<file path="src/rtl/fetch_if.sv">
// fetch_if: bundles the fetch controller's memory port, redirect port and
// decode handshake into one interface.
//
// master modport: the fetch controller (drives mem_re/mem_addr, ins_valid,
//   inscode, ins_pc and fetch_err; receives mem_rdata, br_taken, br_target
//   and ins_ready).
// slave modport: the environment, meaning the instruction memory, decode
//   and execute.
//
// Decode handshake: ins_valid/inscode/ins_pc are held stable while
// ins_valid=1 and ins_ready=0. An instruction transfers on a rising edge
// where ins_valid=1 and ins_ready=1. ins_valid never depends on ins_ready.
interface fetch_if #(
  parameter int AW = 5
) ();
  logic          mem_re;
  logic [AW-1:0] mem_addr;
  logic [7:0]    mem_rdata;
  logic          br_taken;
  logic [31:0]   br_target;
  logic          ins_ready;
  logic          ins_valid;
  logic [31:0]   inscode;
  logic [31:0]   ins_pc;
  logic          fetch_err;

  modport master (
    output mem_re, mem_addr, ins_valid, inscode, ins_pc, fetch_err,
    input  mem_rdata, br_taken, br_target, ins_ready
  );

  modport slave (
    input  mem_re, mem_addr, ins_valid, inscode, ins_pc, fetch_err,
    output mem_rdata, br_taken, br_target, ins_ready
  );
endinterface

</file>
<file path="src/rtl/fetch_ctrl.sv">
// fetch_ctrl: reads four bytes from a byte-wide synchronous memory and
// assembles them into a little-endian 32-bit instruction for decode. It owns
// the PC, advances it by 4 on each decode handshake, and takes branch
// redirects from execute. If the PC is ever loaded with an illegal value,
// the controller locks into ERR until reset.
//
// Ports:
//   clk          rising-edge clock
//   rst          asynchronous active-high reset
//   bus          fetch_if.master (memory read, redirect, decode handshake)
//   dbg_state_o  current FSM state (IDLE=0, RD=1, LAST=2, VALID=3, ERR=4)
module fetch_ctrl #(
  parameter logic [31:0] RESET_PC  = 32'd0,
  parameter int          MEM_DEPTH = 32,
  parameter int          AW        = 5
) (
  input  logic       clk,
  input  logic       rst,
  fetch_if.master    bus,
  output logic [2:0] dbg_state_o
);

  typedef enum logic [2:0] {
    S_IDLE  = 3'd0,
    S_RD    = 3'd1,
    S_LAST  = 3'd2,
    S_VALID = 3'd3,
    S_ERR   = 3'd4
  } state_e;

  localparam logic [31:0] LAST_PC = 32'(MEM_DEPTH - 4);

  state_e        state_q, state_d;
  logic [1:0]    cnt_q, cnt_d, cnt_nxt;
  logic [31:0]   pc_q, pc_d;
  logic [23:0]   buf_q, buf_d;     // bytes 0..2 of the fetch in progress
  logic          mem_re_q, mem_re_d;
  logic [AW-1:0] mem_addr_q, mem_addr_d;
  logic          ins_valid_q, ins_valid_d;
  logic [31:0]   inscode_q, inscode_d;
  logic [31:0]   ins_pc_q, ins_pc_d;
  logic          fetch_err_q, fetch_err_d;
  logic          load_en;
  logic [31:0]   load_pc;

  function automatic logic pc_legal(input logic [31:0] p);
    return (p[1:0] == 2'b00) && (p <= LAST_PC);
  endfunction

  always_comb begin
    state_d     = state_q;
    cnt_d       = cnt_q;
    pc_d        = pc_q;
    buf_d       = buf_q;
    mem_re_d    = 1'b0;
    mem_addr_d  = mem_addr_q;
    ins_valid_d = 1'b0;
    inscode_d   = inscode_q;
    ins_pc_d    = ins_pc_q;
    fetch_err_d = fetch_err_q;
    load_en     = 1'b0;
    load_pc     = pc_q;
    cnt_nxt     = cnt_q + 2'd1;

    case (state_q)
      S_IDLE: begin
        state_d    = S_RD;
        cnt_d      = 2'd0;
        mem_re_d   = 1'b1;
        mem_addr_d = pc_q[AW-1:0];
      end
      S_RD: begin
        // Read data lags the address by one cycle, so in the cycle with
        // count cnt the data on mem_rdata belongs to byte cnt-1.
        case (cnt_q)
          2'd1:    buf_d[7:0]   = bus.mem_rdata;
          2'd2:    buf_d[15:8]  = bus.mem_rdata;
          2'd3:    buf_d[23:16] = bus.mem_rdata;
          default: ;
        endcase
        if (cnt_q == 2'd3) begin
          state_d = S_LAST;
        end else begin
          cnt_d      = cnt_nxt;
          mem_re_d   = 1'b1;
          mem_addr_d = pc_q[AW-1:0] + AW'(cnt_nxt);
        end
      end
      S_LAST: begin
        inscode_d   = {bus.mem_rdata, buf_q};
        ins_pc_d    = pc_q;
        ins_valid_d = 1'b1;
        state_d     = S_VALID;
      end
      S_VALID: begin
        ins_valid_d = 1'b1;
        if (bus.ins_ready) begin
          load_en = 1'b1;
          load_pc = pc_q + 32'd4;
        end
      end
      S_ERR: ;
      default: state_d = S_IDLE;
    endcase

    // A redirect overrides both the sequential advance and any fetch that
    // is partly done. Stale read data that arrives afterwards lands in
    // cnt 0, where nothing is captured.
    if (bus.br_taken && (state_q != S_ERR)) begin
      load_en = 1'b1;
      load_pc = bus.br_target;
    end

    if (load_en) begin
      pc_d        = load_pc;
      cnt_d       = 2'd0;
      ins_valid_d = 1'b0;
      if (pc_legal(load_pc)) begin
        state_d    = S_RD;
        mem_re_d   = 1'b1;
        mem_addr_d = load_pc[AW-1:0];
      end else begin
        state_d     = S_ERR;
        mem_re_d    = 1'b0;
        fetch_err_d = 1'b1;
      end
    end
  end

  always_ff @(posedge clk or posedge rst) begin
    if (rst) begin
      state_q     <= S_IDLE;
      cnt_q       <= 2'd0;
      pc_q        <= RESET_PC;
      buf_q       <= 24'd0;
      mem_re_q    <= 1'b0;
      mem_addr_q  <= '0;
      ins_valid_q <= 1'b0;
      inscode_q   <= 32'd0;
      ins_pc_q    <= 32'd0;
      fetch_err_q <= 1'b0;
    end else begin
      state_q     <= state_d;
      cnt_q       <= cnt_d;
      pc_q        <= pc_d;
      buf_q       <= buf_d;
      mem_re_q    <= mem_re_d;
      mem_addr_q  <= mem_addr_d;
      ins_valid_q <= ins_valid_d;
      inscode_q   <= inscode_d;
      ins_pc_q    <= ins_pc_d;
      fetch_err_q <= fetch_err_d;
    end
  end

  assign bus.mem_re    = mem_re_q;
  assign bus.mem_addr  = mem_addr_q;
  assign bus.ins_valid = ins_valid_q;
  assign bus.inscode   = inscode_q;
  assign bus.ins_pc    = ins_pc_q;
  assign bus.fetch_err = fetch_err_q;
  assign dbg_state_o   = state_q;

endmodule

</file>
<file path="src/flat_wrapper.sv">
// flat-port wrapper written by rule: the top's interface ports become plain ports
module fetch_ctrl_flat 
#(
  parameter logic [31:0] RESET_PC  = 32'd0,
  parameter int          MEM_DEPTH = 32,
  parameter int          AW        = 5
)
  (clk, rst, dbg_state_o, bus_mem_re, bus_mem_addr, bus_ins_valid, bus_inscode, bus_ins_pc, bus_fetch_err, bus_mem_rdata, bus_br_taken, bus_br_target, bus_ins_ready);
  fetch_if #(.AW(AW)) bus_i ();
  input  logic clk;
  input  logic rst;
  output logic [2:0] dbg_state_o;
  output wire logic [$bits(bus_i.mem_re)-1:0] bus_mem_re;
  output wire logic [$bits(bus_i.mem_addr)-1:0] bus_mem_addr;
  output wire logic [$bits(bus_i.ins_valid)-1:0] bus_ins_valid;
  output wire logic [$bits(bus_i.inscode)-1:0] bus_inscode;
  output wire logic [$bits(bus_i.ins_pc)-1:0] bus_ins_pc;
  output wire logic [$bits(bus_i.fetch_err)-1:0] bus_fetch_err;
  input wire logic [$bits(bus_i.mem_rdata)-1:0] bus_mem_rdata;
  input wire logic [$bits(bus_i.br_taken)-1:0] bus_br_taken;
  input wire logic [$bits(bus_i.br_target)-1:0] bus_br_target;
  input wire logic [$bits(bus_i.ins_ready)-1:0] bus_ins_ready;
  assign bus_mem_re = bus_i.mem_re;
  assign bus_mem_addr = bus_i.mem_addr;
  assign bus_ins_valid = bus_i.ins_valid;
  assign bus_inscode = bus_i.inscode;
  assign bus_ins_pc = bus_i.ins_pc;
  assign bus_fetch_err = bus_i.fetch_err;
  assign bus_i.mem_rdata = bus_mem_rdata;
  assign bus_i.br_taken = bus_br_taken;
  assign bus_i.br_target = bus_br_target;
  assign bus_i.ins_ready = bus_ins_ready;
  fetch_ctrl #(.RESET_PC(RESET_PC), .MEM_DEPTH(MEM_DEPTH), .AW(AW)) u_core (.clk(clk), .rst(rst), .bus(bus_i), .dbg_state_o(dbg_state_o));
endmodule
</file>
<file path="config.mk">
export PLATFORM = sky130hd
export DESIGN_NAME = fetch_ctrl_flat
export DESIGN_NICKNAME = d
export VERILOG_FILES = /design/src/rtl/fetch_if.sv /design/src/rtl/fetch_ctrl.sv /design/src/flat_wrapper.sv
export SDC_FILE = /design/constraint.sdc
export NUM_CORES = 1
export LEC_CHECK = 0
export ABC_AREA = 1
export CORE_MARGIN = 2
export CORE_UTILIZATION = 46
export DETAILED_ROUTE_END_ITERATION = 12
export DONT_BUFFER_PORTS = 1
export PLACE_DENSITY_LB_ADDON = 0.12
export SYNTH_ARGS = -nofsm -noshare
export SYNTH_HDL_FRONTEND = slang
export SYNTH_SLANG_ARGS = --single-unit
</file>
<file path="constraint.sdc">
create_clock -name clk -period 6.7 [get_ports clk]
set_clock_uncertainty 0.2 [all_clocks]
set_input_delay 1.34 -clock clk [delete_from_list [all_inputs] [get_ports clk]]
set_output_delay 1.34 -clock clk [all_outputs]
set_load 0.01 [all_outputs]
</file>
# --- Yosys cells after proc, flatten, opt, wreduce, memory -nomap -nowiden ---
# Cells that the tools add are included.
word_totals:
  register_bits: 133
  latchBits: 0
  mem_bits_rw: 0
  rom_bits: 0
  input_bits: 44
  output_inout_bits: 75
  memories: 0
op_classes:
  add_sub_neg: 3
  multipliers: 0
  div: 0
  n_lt_le_gt_ge: 1
  n_eq_ne: 11
  shift: 0
  muxes: 23
  bitwise: 1
  n_reduce_logical: 13
ops:
  columns: ["operator", "n"]
  rows:
  - ["$mux W32", 3]
  - ["$add A32 B3 Y32 const B", 1]
  - ["$le A32 B5 Y1 const B", 1]
  - ["$mux W5", 3]
  - ["$pmux W3 S4", 1]
  - ["$reduce_and A2 Y1", 6]
  - ["$pmux W5 S2", 1]
  - ["$mux W3", 3]
  - ["$mux W1", 8]
  - ["$eq A3 B2 Y1 const B", 2]
  - ["$add A5 B2 Y5", 1]
  - ["$eq A2 B2 Y1 const B", 2]
  - ["$mux W2", 2]
  - ["$pmux W2 S2", 1]
  - ["$reduce_or A2 Y1", 2]
  - ["$eq A3 B1 Y1 const B", 1]
  - ["$eq A3 B3 Y1 const B", 1]
  - ["$logic_not A3 Y1", 1]
  - ["$ne A3 B1 Y1 const B", 1]
  - ["$ne A3 B2 Y1 const B", 1]
  - ["$ne A3 B3 Y1 const B", 1]
  - ["$reduce_bool A3 Y1", 1]
  - ["$add A2 B1 Y2 const B", 1]
  - ["$eq A2 B1 Y1 const B", 1]
  - ["5 further kinds", 6]

# --- Logic depth before layout (Yosys ltp) ---
logic_depth:
  depth_word: 8
  mapped_depth: 18

# --- Worst setup path after synthesis ---
# Ideal clock, no wire load.
synth_path:
  path_kind: "input-to-reg"
  start: "input bus_ins_ready"
  end: "register u_core.mem_addr_q[0], in the netlist u_core.bus.mem_addr[0]"
  setup_ps: 127
  arrival_time_ps: 2661
  t_required_ps: 6373
  path_slack_ps: 3712
  path_stages: 14
  path_cell_list: "nand4_2 buf_6 nor2_2 nand4_1 nand2_1 nand2_1 nand2_1 nand2_1 nor2_1 nand3_1 nor2_2 nand2_1 nor2_2 nor2_1"
synth_via:
  elab_chain_len: 7
  elab_cells_between_ends: 11
  cone_classes: "order compare (1); mux (8); reduce/logical (2)"
synth_lines:
  columns: ["item", "line", "rtl"]
  rows:
  - ["from (decl)", "flat_wrapper.sv:22", "input wire logic [$bits(bus_i.ins_ready)-1:0] bus_ins_ready;"]
  - ["$mux W32", "fetch_ctrl.sv:97", "if (bus.ins_ready) begin"]
  - ["$mux W32", "fetch_ctrl.sv:65", "case (state_q)"]
  - ["$mux W32", "fetch_ctrl.sv:109", "if (bus.br_taken && (state_q != S_ERR)) begin"]
  - ["$le A32 B5 Y1 or $logic_not A2 Y1 (tied branches)", "fetch_ctrl.sv:47", "return (p[1:0] == 2'b00) && (p <= LAST_PC);"]
  - ["$logic_and A1 B1 Y1", "fetch_ctrl.sv:47", null]
  - ["$mux W5", "fetch_ctrl.sv:118", "if (pc_legal(load_pc)) begin"]
  - ["$mux W5 (*)", "fetch_ctrl.sv:114", "if (load_en) begin"]
  - ["named net u_core.mem_addr_d[0]", "fetch_ctrl.sv:38", "logic [AW-1:0] mem_addr_q, mem_addr_d;"]
  - ["to (signal assigned)", "fetch_ctrl.sv:148", "mem_addr_q <= mem_addr_d;"]
  - ["to (decl)", "fetch_ctrl.sv:38", null]
# Mark *: on every way through the listed nets, which the timed path passes. The rest lies on a longest branch.
# A chain may end at the register's enable or synchronous reset.

# --- Worst setup path in the final report ---
layout_path:
  start: "input bus_br_taken"
  end: "register u_core.mem_addr_q[3], in the netlist u_core.bus.mem_addr[3]"
layout_via:
  elab_chain_len: 6
  elab_cells_between_ends: 8
  cone_classes: "order compare (1); mux (4); reduce/logical (3)"
layout_lines:
  columns: ["item", "line", "rtl"]
  rows:
  - ["from (decl)", "flat_wrapper.sv:20", "input wire logic [$bits(bus_i.br_taken)-1:0] bus_br_taken;"]
  - ["$logic_and A1 B1 Y1 (*)", "fetch_ctrl.sv:109", null]
  - ["$mux W32", "fetch_ctrl.sv:109", null]
  - ["$le A32 B5 Y1 or $logic_not A2 Y1 (tied branches)", "fetch_ctrl.sv:47", null]
  - ["$logic_and A1 B1 Y1", "fetch_ctrl.sv:47", null]
  - ["$mux W5", "fetch_ctrl.sv:118", null]
  - ["$mux W5 (*)", "fetch_ctrl.sv:114", null]
  - ["named net u_core.mem_addr_d[3]", "fetch_ctrl.sv:38", null]
# Marked as above.

==> impl_metrics.json <==
{
  "status": "complete, no violations",
  "ir_drop_mv": 0.215,
  "die_area_sq_mm": 0.0147,
  "vias_per_cell": 5.29,
  "ys_seq_area_share_pct": 52.5,
  "ant_nets": 0,
  "core_area_sq_mm": 0.0133,
  "htreeDepth": 4,
  "track_usage_pct": 23.8,
  "min_path_type": "reg2reg",
  "syn_area_sq_mm": 0.00634,
  "cp.required_ps": 6860,
  "sw_frac_of_total_pct": 40.7,
  "clkTransAtPathRegs_ps": 60,
  "avgSynthCellArea_sq_um": 8.34,
  "die_x_um": 121,
  "cts_tree": "done",
  "cp_max_fo": 48,
  "seq_power_share_pct": 45.4,
  "grt_pass1_wl_um": 26600,
  "yosysWarnings": 0,
  "internal_power_w": 0.00204,
  "ctsHoldBuffers": 0,
  "die_h_um": 121,
  "drtPass1Iterations": 5,
  "p_leak_nw": 3.56,
  "power_frac_comb_pct": 27.3,
  "finalInstanceArea_sq_mm": 0.00708,
  "slew_violations": 0,
  "fillers": 1275,
  "grt-ovfl-total": 0,
  "rsz0062_at_grt": "false",
  "drive_above_1_share_pct": 11.1,
  "synthTopCellsByArea": "dfrtp_1 (53%), nand2_1 (14%), o21ai_0 (6.3%)",
  "synth.distinct_cells": 35,
  "maxSlewHeadroom_pct": 32.8,
  "drtIter0Drc": 355,
  "rows": 42,
  "pwr-share-clk_pct": 27.4,
  "final_common_cell": "nand2_1",
  "setup_viol": 0,
  "max_freq_mhz": 288,
  "synth_top_area_share_pct": 52.5,
  "worst_pin_slew_ps": 1010,
  "synth_nets": 811,
  "antenna_found_initial": 0,
  "cp.arrival_ps": 3640,
  "final_util_pct": 53.1,
  "powerDensity_mw_per_mm2": 484,
  "cts_buffer_depth": 2,
  "cts_buffers": 17,
  "period_share_pct": 51.9,
  "synth_seq_cells": 133,
  "nets": 810,
  "placed_cell_area_sq_mm": 0.00648,
  "n_antenna_cell": 0,
  "grt_pass1_vias": 4922,
  "routed-via-count": 5016,
  "hold_violations": 0,
  "initial_core_util_pct": 47.5,
  "port_buffers": 0,
  "final_cell_mix": "nand2_1 (234), dfrtp_1 (133), inv_1 (89), o21ai_0 (80), nor2_1 (50)",
  "crit_type": "in2reg",
  "routed_wl_um": 16500,
  "wire_per_inst_um": 17.4,
  "finalSetupTns_ps": 0,
  "hpwl_um": 12100,
  "postCtsSetupBuffers": 0,
  "area_growth_pct": 11.8,
  "synth_top_area_cell": "dfrtp_1",
  "p_sw_w": 0.00140,
  "cts_resized": 0,
  "cts_num_sinks": 133,
  "grt_max_degree": 106,
  "synthCells": 760,
  "maxCapViolCount": 0,
  "insertion_delay_ps": 420,
  "dp_slack_ps": 2820,
  "startpoint_type": "input port",
  "min_period_ps": 3480,
  "ios": 119,
  "post-route-drc-count": 0,
  "critPathCaptureType": "register",
  "gp_congestion": 0.873,
  "root_buffer": "clkbuf_16",
  "power_w": 0.00343,
  "setup_slack_ps": 3220
}
[final timing paths]
| path | from | end | slack (ps) | cells past startpoint |
|---|---|---|---|---|
| setup / recovery | bus_br_taken | u_core.bus.mem_addr[3] | 3220 | 15 |
| hold / removal | u_core.buf_q[9] | u_core.buf_q[9] | 280 | 2 |
| setup reg to reg | u_core.dbg_state_o[1] | u_core.bus.mem_addr[3] | 3290 | 17 |
| hold reg to reg | u_core.buf_q[9] | u_core.buf_q[9] | 280 | 2 |
| max in group asynchronous | rst | u_core.bus.inscode[29] | 4220 | 2 |
| min in group asynchronous | rst | u_core.buf_q[5] | 790 | 1 |
[worst max-delay path, cell delays in order]
cell	delay [ps]
nand2_2	630
inv_2	360
nand2_1	140
nand2_1	70
nor2_1	130
inv_1	50
nor2_1	100
nand2_1	60
nor2_1	90
nand3_1	100
nor2_2	150
nand2_1	100
nor2_2	170
nand2_1	70
nand2_1	70
[state kept, by name, indices dropped and copies added, names as in the netlist]
signal / cells
u_core.bus.mem_addr: 5
u_core.buf_q: 24
u_core.bus.inscode: 32
u_core.bus.ins_pc: 32
u_core.dbg_state_o: 3
u_core.bus.mem_re: 1
u_core.cnt_q: 2
u_core.pc_q: 32
u_core.bus.ins_valid: 1
u_core.bus.fetch_err: 1
[metrics by stage]
step / hold slack (ps) / instances
4_1_cts: 285 / 948
5_1_grt: 299 / 948
6_report: 279 / 948
2_1_floorplan: 249 / 760
3_3_place_gp: 264 / 916
3_5_place_dp: 271 / 916
[cells in the mapped netlist]
library cell    n
or2_2           8
a22oi_1         1
ha_1            6
nand3_1        49
mux2_2         25
dfrtp_1       133
a32o_1          1
buf_1           4
buf_6           1
o21ai_0        80
o211ai_1        2
a21oi_1         3
clkbuf_1       12
nand3_2         2
and2_1          2
nor2_1         50
nor2_2          6
a221oi_1        2
nand4_1        22
inv_2           3
nand2_2         2
or2_1           2
nor2_8          1
o21ai_1         1
nand4_2         1
o2111ai_1       1
nor3_1          1
a41oi_1         1
fa_1            1
or2_0           2
nand2_1       235
xor2_1          3
buf_2           4
nor3_2          3
inv_1          90
[power groups by stage]
stage	clock, W	sequential [W]	combinational (W)
3_5_place_dp	0	0.00157	0.000935
5_1_grt	0.000990	0.00160	0.00109
2_1_floorplan	0	0.00143	0.000734
6_report	0.000939	0.00156	0.000935
4_1_cts	0.000955	0.00156	0.000939
3_3_place_gp	0	0.00156	0.000911
[layout make-up]
type	instances	area (sq um)	area share, %
clock inverters	13	148	2.08
inverters	93	352	4.96
multi-input cells	513	2580	36.4
repair buffers	1	7.51	0.106
well taps	176	220	3.11
flip-flops and latches	133	3330	47.0
clock buffers	19	453	6.39
[cells by family after synthesis]
kind of cell               synth area share (%)
AOI/OAI and AO/OA                          7.70
xor gates and xnor gates                  0.415
adders and majority gates                  1.50
buffers and inverters                      6.95
DFF                                        52.5
muxes                                      4.44
and+or+nand+nor                            26.5
[layer usage]
layer  vias to the layer above  GRT usage, %  share of wire, %  routed length (um)
li1                       2465             -                 -                   -
met1                      2383          32.2                45                7390
met5                         -             0                 0                   0
met2                       147          36.7                47                7690
met4                         0          8.98               1.6                 271
met3                        21          6.48               7.2                1190
(Power assumes the default switching activity.)
